$ cat config.mk
export PLATFORM = sky130hd
export DESIGN_NAME = control_word_sequencer
export DESIGN_NICKNAME = d
export VERILOG_FILES = /design/src/rtl/control_word_sequencer.sv
export SDC_FILE = /design/constraint.sdc
export NUM_CORES = 1
export LEC_CHECK = 0
export BUFFER_PORTS_ARGS = -buffer_cell sky130_fd_sc_hd__buf_2
export CORE_UTILIZATION = 54
export DETAILED_ROUTE_END_ITERATION = 12
export HOLD_SLACK_MARGIN = 0.1
export PLACE_DENSITY = 0.88
export SLEW_MARGIN = 10
export SYNTH_ARGS = -nofsm -noshare
export SYNTH_HDL_FRONTEND = slang
export SYNTH_SLANG_ARGS = --single-unit
$ cat constraint.sdc
create_clock -name clk -period 4.05 [get_ports clk]
set_clock_uncertainty 0.1 [all_clocks]
set_input_delay 0 -clock clk [delete_from_list [all_inputs] [get_ports clk]]
set_output_delay 0 -clock clk [all_outputs]
set_load 0.005 [all_outputs]
$ cat src/rtl/control_word_sequencer.sv
// control_word_sequencer: arbitrates five level requesters onto the 8-bit
// datapath control word. A granted word is held for HOLD_CYCLES, then the idle
// word is forced for GUARD_CYCLES before the next grant.
// Optional build macro: CTRL_SEQ_ROUND_ROBIN_EN (round-robin arbitration;
// fixed priority with req_i[0] highest when undefined).
//
// state    | meaning
// S_IDLE   | no grant, sampling requests every cycle
// S_ACTIVE | winner's word and grant driven, counting hold cycles
// S_GUARD  | idle word driven, busy held, requests ignored
module control_word_sequencer #(
   parameter int         HOLD_CYCLES  = 4,
   parameter int         GUARD_CYCLES = 1,
   parameter logic [7:0] WORD_0       = 8'hED,
   parameter logic [7:0] WORD_1       = 8'h3A,
   parameter logic [7:0] WORD_2       = 8'hE9,
   parameter logic [7:0] WORD_3       = 8'h3A,
   parameter logic [7:0] WORD_4       = 8'h50,
   parameter logic [7:0] IDLE_WORD    = 8'h00
) (
   input  logic       clk,
   input  logic       rst_n,
   input  logic [4:0] req_i,
   output logic [4:0] grant_o,
   output logic [7:0] ctrl_o,
   output logic       busy_o,
   output logic       done_o,
   output logic       abort_o
);

   localparam logic [1:0] S_IDLE   = 2'd0;
   localparam logic [1:0] S_ACTIVE = 2'd1;
   localparam logic [1:0] S_GUARD  = 2'd2;

   localparam int CW = $clog2(HOLD_CYCLES + 1);
   localparam int GW = (GUARD_CYCLES > 0) ? $clog2(GUARD_CYCLES + 1) : 1;
   localparam logic [CW-1:0] HOLD_LAST  = CW'(HOLD_CYCLES - 1);
   localparam logic [GW-1:0] GUARD_LAST = (GUARD_CYCLES > 0) ? GW'(GUARD_CYCLES - 1) : '0;

   logic [1:0]    state_q, state_d;
   logic [CW-1:0] cnt_q, cnt_d;
   logic [GW-1:0] gcnt_q, gcnt_d;
   logic [2:0]    win_q, win_d;
   logic [4:0]    grant_q, grant_d;
   logic [7:0]    ctrl_q, ctrl_d;
   logic          busy_q, busy_d;
   logic          done_q, done_d;
   logic          abort_q, abort_d;
   logic          pick_valid;
   logic [2:0]    pick_idx;
   logic          hold_end;
`ifdef CTRL_SEQ_ROUND_ROBIN_EN
   logic [2:0]    ptr_q, ptr_d;
`endif

   function automatic logic [7:0] word_of(input logic [2:0] idx);
      case (idx)
         3'd0:    word_of = WORD_0;
         3'd1:    word_of = WORD_1;
         3'd2:    word_of = WORD_2;
         3'd3:    word_of = WORD_3;
         3'd4:    word_of = WORD_4;
         default: word_of = IDLE_WORD;
      endcase
   endfunction

   // Arbitration: pick the winning requester among the current requests.
   always_comb begin
      pick_valid = 1'b0;
      pick_idx   = 3'd0;
`ifdef CTRL_SEQ_ROUND_ROBIN_EN
      // Walk the search order backwards so the nearest candidate after the
      // pointer is assigned last and wins.
      for (int k = 5; k >= 1; k--) begin
         logic [2:0] j;
         j = 3'((int'(ptr_q) + k) % 5);
         if (req_i[j]) begin
            pick_valid = 1'b1;
            pick_idx   = j;
         end
      end
`else
      for (int i = 4; i >= 0; i--) begin
         if (req_i[3'(i)]) begin
            pick_valid = 1'b1;
            pick_idx   = 3'(i);
         end
      end
`endif
   end

   // Next-state and registered-output computation.
   always_comb begin
      state_d  = state_q;
      cnt_d    = cnt_q;
      gcnt_d   = gcnt_q;
      win_d    = win_q;
      grant_d  = grant_q;
      ctrl_d   = ctrl_q;
      busy_d   = busy_q;
      done_d   = 1'b0;
      abort_d  = 1'b0;
      hold_end = (cnt_q == HOLD_LAST);
`ifdef CTRL_SEQ_ROUND_ROBIN_EN
      ptr_d    = ptr_q;
`endif
      case (state_q)
         S_IDLE: begin
            grant_d = 5'b00000;
            ctrl_d  = IDLE_WORD;
            busy_d  = 1'b0;
            if (pick_valid) begin
               state_d = S_ACTIVE;
               win_d   = pick_idx;
               grant_d = 5'b00001 << pick_idx;
               ctrl_d  = word_of(pick_idx);
               busy_d  = 1'b1;
               cnt_d   = '0;
`ifdef CTRL_SEQ_ROUND_ROBIN_EN
               ptr_d   = pick_idx;
`endif
            end
         end
         S_ACTIVE: begin
            // A release on the final hold cycle is reported as normal completion.
            if (hold_end || !req_i[win_q]) begin
               grant_d = 5'b00000;
               ctrl_d  = IDLE_WORD;
               done_d  = hold_end;
               abort_d = !hold_end;
               gcnt_d  = '0;
               if (GUARD_CYCLES == 0) begin
                  state_d = S_IDLE;
                  busy_d  = 1'b0;
               end else begin
                  state_d = S_GUARD;
                  busy_d  = 1'b1;
               end
            end else begin
               cnt_d = cnt_q + 1'b1;
            end
         end
         S_GUARD: begin
            if (gcnt_q == GUARD_LAST) begin
               state_d = S_IDLE;
               busy_d  = 1'b0;
            end else begin
               gcnt_d = gcnt_q + 1'b1;
            end
         end
         default: begin
            state_d = S_IDLE;
            grant_d = 5'b00000;
            ctrl_d  = IDLE_WORD;
            busy_d  = 1'b0;
         end
      endcase
   end

   // State and output registers with asynchronous active-low reset.
   always_ff @(posedge clk or negedge rst_n) begin
      if (!rst_n) begin
         state_q <= S_IDLE;
         cnt_q   <= '0;
         gcnt_q  <= '0;
         win_q   <= 3'd0;
         grant_q <= 5'b00000;
         ctrl_q  <= IDLE_WORD;
         busy_q  <= 1'b0;
         done_q  <= 1'b0;
         abort_q <= 1'b0;
`ifdef CTRL_SEQ_ROUND_ROBIN_EN
         ptr_q   <= 3'd4;
`endif
      end else begin
         state_q <= state_d;
         cnt_q   <= cnt_d;
         gcnt_q  <= gcnt_d;
         win_q   <= win_d;
         grant_q <= grant_d;
         ctrl_q  <= ctrl_d;
         busy_q  <= busy_d;
         done_q  <= done_d;
         abort_q <= abort_d;
`ifdef CTRL_SEQ_ROUND_ROBIN_EN
         ptr_q   <= ptr_d;
`endif
      end
   end

   assign grant_o = grant_q;
   assign ctrl_o  = ctrl_q;
   assign busy_o  = busy_q;
   assign done_o  = done_q;
   assign abort_o = abort_q;

endmodule
==> key figures <==
Run status
  – Status: finished clean

Flow run
  – Max Cap Viol: 0

GRT
  – First-pass GRT wire length: 2670 um
  – GRT Total Usage: 20.1%
  – Initial antenna violation count: 0
  – Largest net degree at the start of global routing: 18
  – Vias in the first global route: 630
  – Gr ovfl total: 0

Clocking
  – Later-pin clock latency in the skew report: 0.29 ns
  – Root Driver: clkbuf_4
  – # H-tree levels: 1
  – CTS Buf Count: 3
  – TritonCTS clock tree: built
  – CTS Buffer Depth: 2
  – Clk slew on worst S/H paths: 0.10 ns
  – Cts repair resizes: 0
  – CTS Sinks: 17

Pwr
  – Comb power frac: 43.5%
  – Peak supply drop: 0.372 mV
  – Leak pwr: 0.532 nW
  – Pwr dens: 646 nW/um2
  – Sequential cell fraction of total power: 43.2%
  – Sw Share: 38.7%
  – Clock power share: 13.3%
  – Int Power: 408 uW
  – Total power draw: 665 uW
  – Sw power: 257 uW

Drt
  – Met2 WL post-DR: 717 um
  – Pre-antenna DRT Iters: 4
  – Top layer in use: met4
  – Post-Route WL: 1540 um
  – Drt first-iter violations: 13
  – Met1 WL: 751 um
  – ANT nets after route: 0
  – Drt drc: 0
  – Drt wl/cell: 12.7 um
  – Via density: 5.42
  – Met3 Wirelength: 37 um
  – Vias post-DR: 656

Place
  – Area after DPL: 921 um2
  – # port buffers: 20
  – Setup Slack @ Placement: 2.29 ns
  – Placed insts: 109
  – Dpl hpwl: 1020 um
  – Routability cong.: 0.737

Worst hold path
  – Hold Crit Class: reg2reg
  – Hold path startpoint: cnt_q[0]

Critical path
  – Cells along the critical path: ha_1 > ha_1 > nand2b_1 > o2bb2ai_4 > a21o_1 > a32o_2 > dlygate4sd3_1
  – Kind of critical path: reg2reg
  – Data arrival, critical path: 2.45 ns
  – Beginning of the critical path: cnt_q[0]
  – Setup crit start kind: flop
  – CP Max Fanout: 10
  – Largest stage delay, worst path: 0.54 ns
  – Critical Path RT: 4.18 ns
  – CP most frequent cell: ha_1
  – R2R Setup Slk: 1.73 ns
  – Reg-to-Reg Start: cnt_q[0]
  – Crit-path slowest cell: dlygate4sd3_1
  – Critical Path End Type: flop

Die
  – Die X: 41.8 um
  – Core Rows: 13
  – IO Pins: 23
  – Core Region: 1380 um2
  – Die area: 1750 um2
  – Starting density of the core: 61.8%
  – Die height: 41.8 um

Yosys
  – Post-Syn Nets: 91
  – Post-Syn Area: 855 um2
  – Post-Synthesis Cells: 82
  – Netlist cell types: 30
  – Top cell type by total area after synthesis: dfrtp_1
  – Post-Syn Area per Cell: 10.4 um2
  – FF+latch count, synth: 17
  – Post-synthesis sequential area ratio: 49.8%
  – Top cell type's share of synthesized area: 49.8%
  – Synth warn: 0
  – Dominant cells by area after synthesis: dfrtp_1 (50%), buf_4 (5.3%), a32o_2 (4.0%), o21ai_0 (3.5%), nand2_1 (3.5%)

Timing
  – Tcrit/Tclk final: 57.3%
  – RSZ-0062 raised after global routing: no
  – Minimum clock period: 2.32 ns
  – Final Setup Violations: 0
  – Final slew viol count: 0
  – Rel. slew slack: 50.2%
  – Final hold vios: 0
  – WHS: 0.398 ns
  – Fmax: 431 MHz
  – Final worst setup slack: 1.73 ns
  – TNS Setup: 0 ns
  – Worst-Margin Slew: 0.745 ns

Final layout
  – Fin util: 74.4%
  – Non-Filler Instances: 121
  – Final net count: 116
  – Cell area after layout: 1030 um2
  – ANT cells: 0
  – Area growth from synthesis to layout: 20.4%
  – Share of cells above drive strength 1: 30.2%
## power by group through the flow
stage / logic (mW) / clock network, mW / registers [mW]
floorplan: 0.229 / 0 / 0.273
global placement: 0.268 / 0 / 0.287
detailed placement: 0.275 / 0 / 0.290
CTS: 0.289 / 0.0919 / 0.287
global route: 0.319 / 0.0993 / 0.299
finish: 0.289 / 0.0884 / 0.287
## worst max-delay path: cells and delay by family (launching register included)
kind            cells  cell delay (ns)
compound gates      3             0.59
fa+ha+maj           2             0.42
buf+inv             1             0.54
flops               1             0.41
simple gates        1             0.20
## per-layer routing
metal	up-vias	global-route usage, %
li1	329	-
met1	305	24.1
met2	17	34.4
met3	5	3.91
met4	0	9.68
met5	-	0
## state kept, by name (all words and copies together), names as in the netlist
name,count
win_q,2
cnt_q,3
abort_o,1
ctrl_o,4
done_o,1
busy_o,1
grant_o,3
state_q,2
## synthesized netlist by cell type
cell	number
a21boi_0	1
a21o_1	1
a21oi_1	2
a22oi_1	1
a2bb2oi_1	1
a31o_2	1
a31oi_1	1
a32o_2	3
and2_1	1
buf_4	6
clkbuf_1	2
conb_1	1
dfrtp_1	17
ha_1	2
inv_1	4
mux2_4	1
mux2i_1	1
mux2i_2	1
nand2_1	8
nand2b_1	2
nand3_1	3
nand4b_1	1
nor2_1	5
nor2b_1	3
nor3_1	2
o211ai_1	1
o21ai_0	6
o22ai_1	2
o2bb2ai_4	1
or2_2	1
## final cells by class
cell class / count / area (um2)
Fill cell: 100 / 354
Sequential cell: 17 / 425
Inverter: 4 / 15.0
Clock inverter: 1 / 5.00
Timing Repair Buffer: 28 / 180
Clock buffer: 3 / 22.5
Tap cell: 15 / 18.8
Multi-Input combinational cell: 53 / 362
## worst paths after layout
| path | cells past startpoint | end |
|---|---|---|
| min reg2reg | 1 | cnt_q[0] |
| max in group asynchronous | 3 | win_q[0] |
| max reg2reg | 7 | grant_o[2] |
| min | 1 | cnt_q[0] |
| min in group asynchronous | 3 | cnt_q[1] |
| max | 7 | grant_o[2] |
## cells by family after synthesis
group | count (synthesis) | synth area share [%]
flops | 17 | 49.8
fa+ha+maj | 2 | 2.93
mux | 3 | 4.54
simple gates | 26 | 14.8
buf+inv | 12 | 7.91
other cells | 1 | 0.439
compound gates | 21 | 19.6
## repair_timing
item,4_1_cts,5_1_grt
endpoints found under the hold margin,25,0
hold buffers,8,0
buffers inserted,0,0
## cells in the final DEF (no fill, tap or decap), types with 2 or more instances in the layout
master         count
a21oi_1            2
a32o_2             3
buf_2             20
clkbuf_4           3
dfrtp_1           17
dlygate4sd3_1      8
ha_1               2
inv_1              4
nand2_1            8
nand2b_1           2
nand3_1            3
nor2_1             5
nor2b_1            3
nor3_1             2
o21ai_0            6
o22ai_1            2
(Power assumes the default switching activity.)
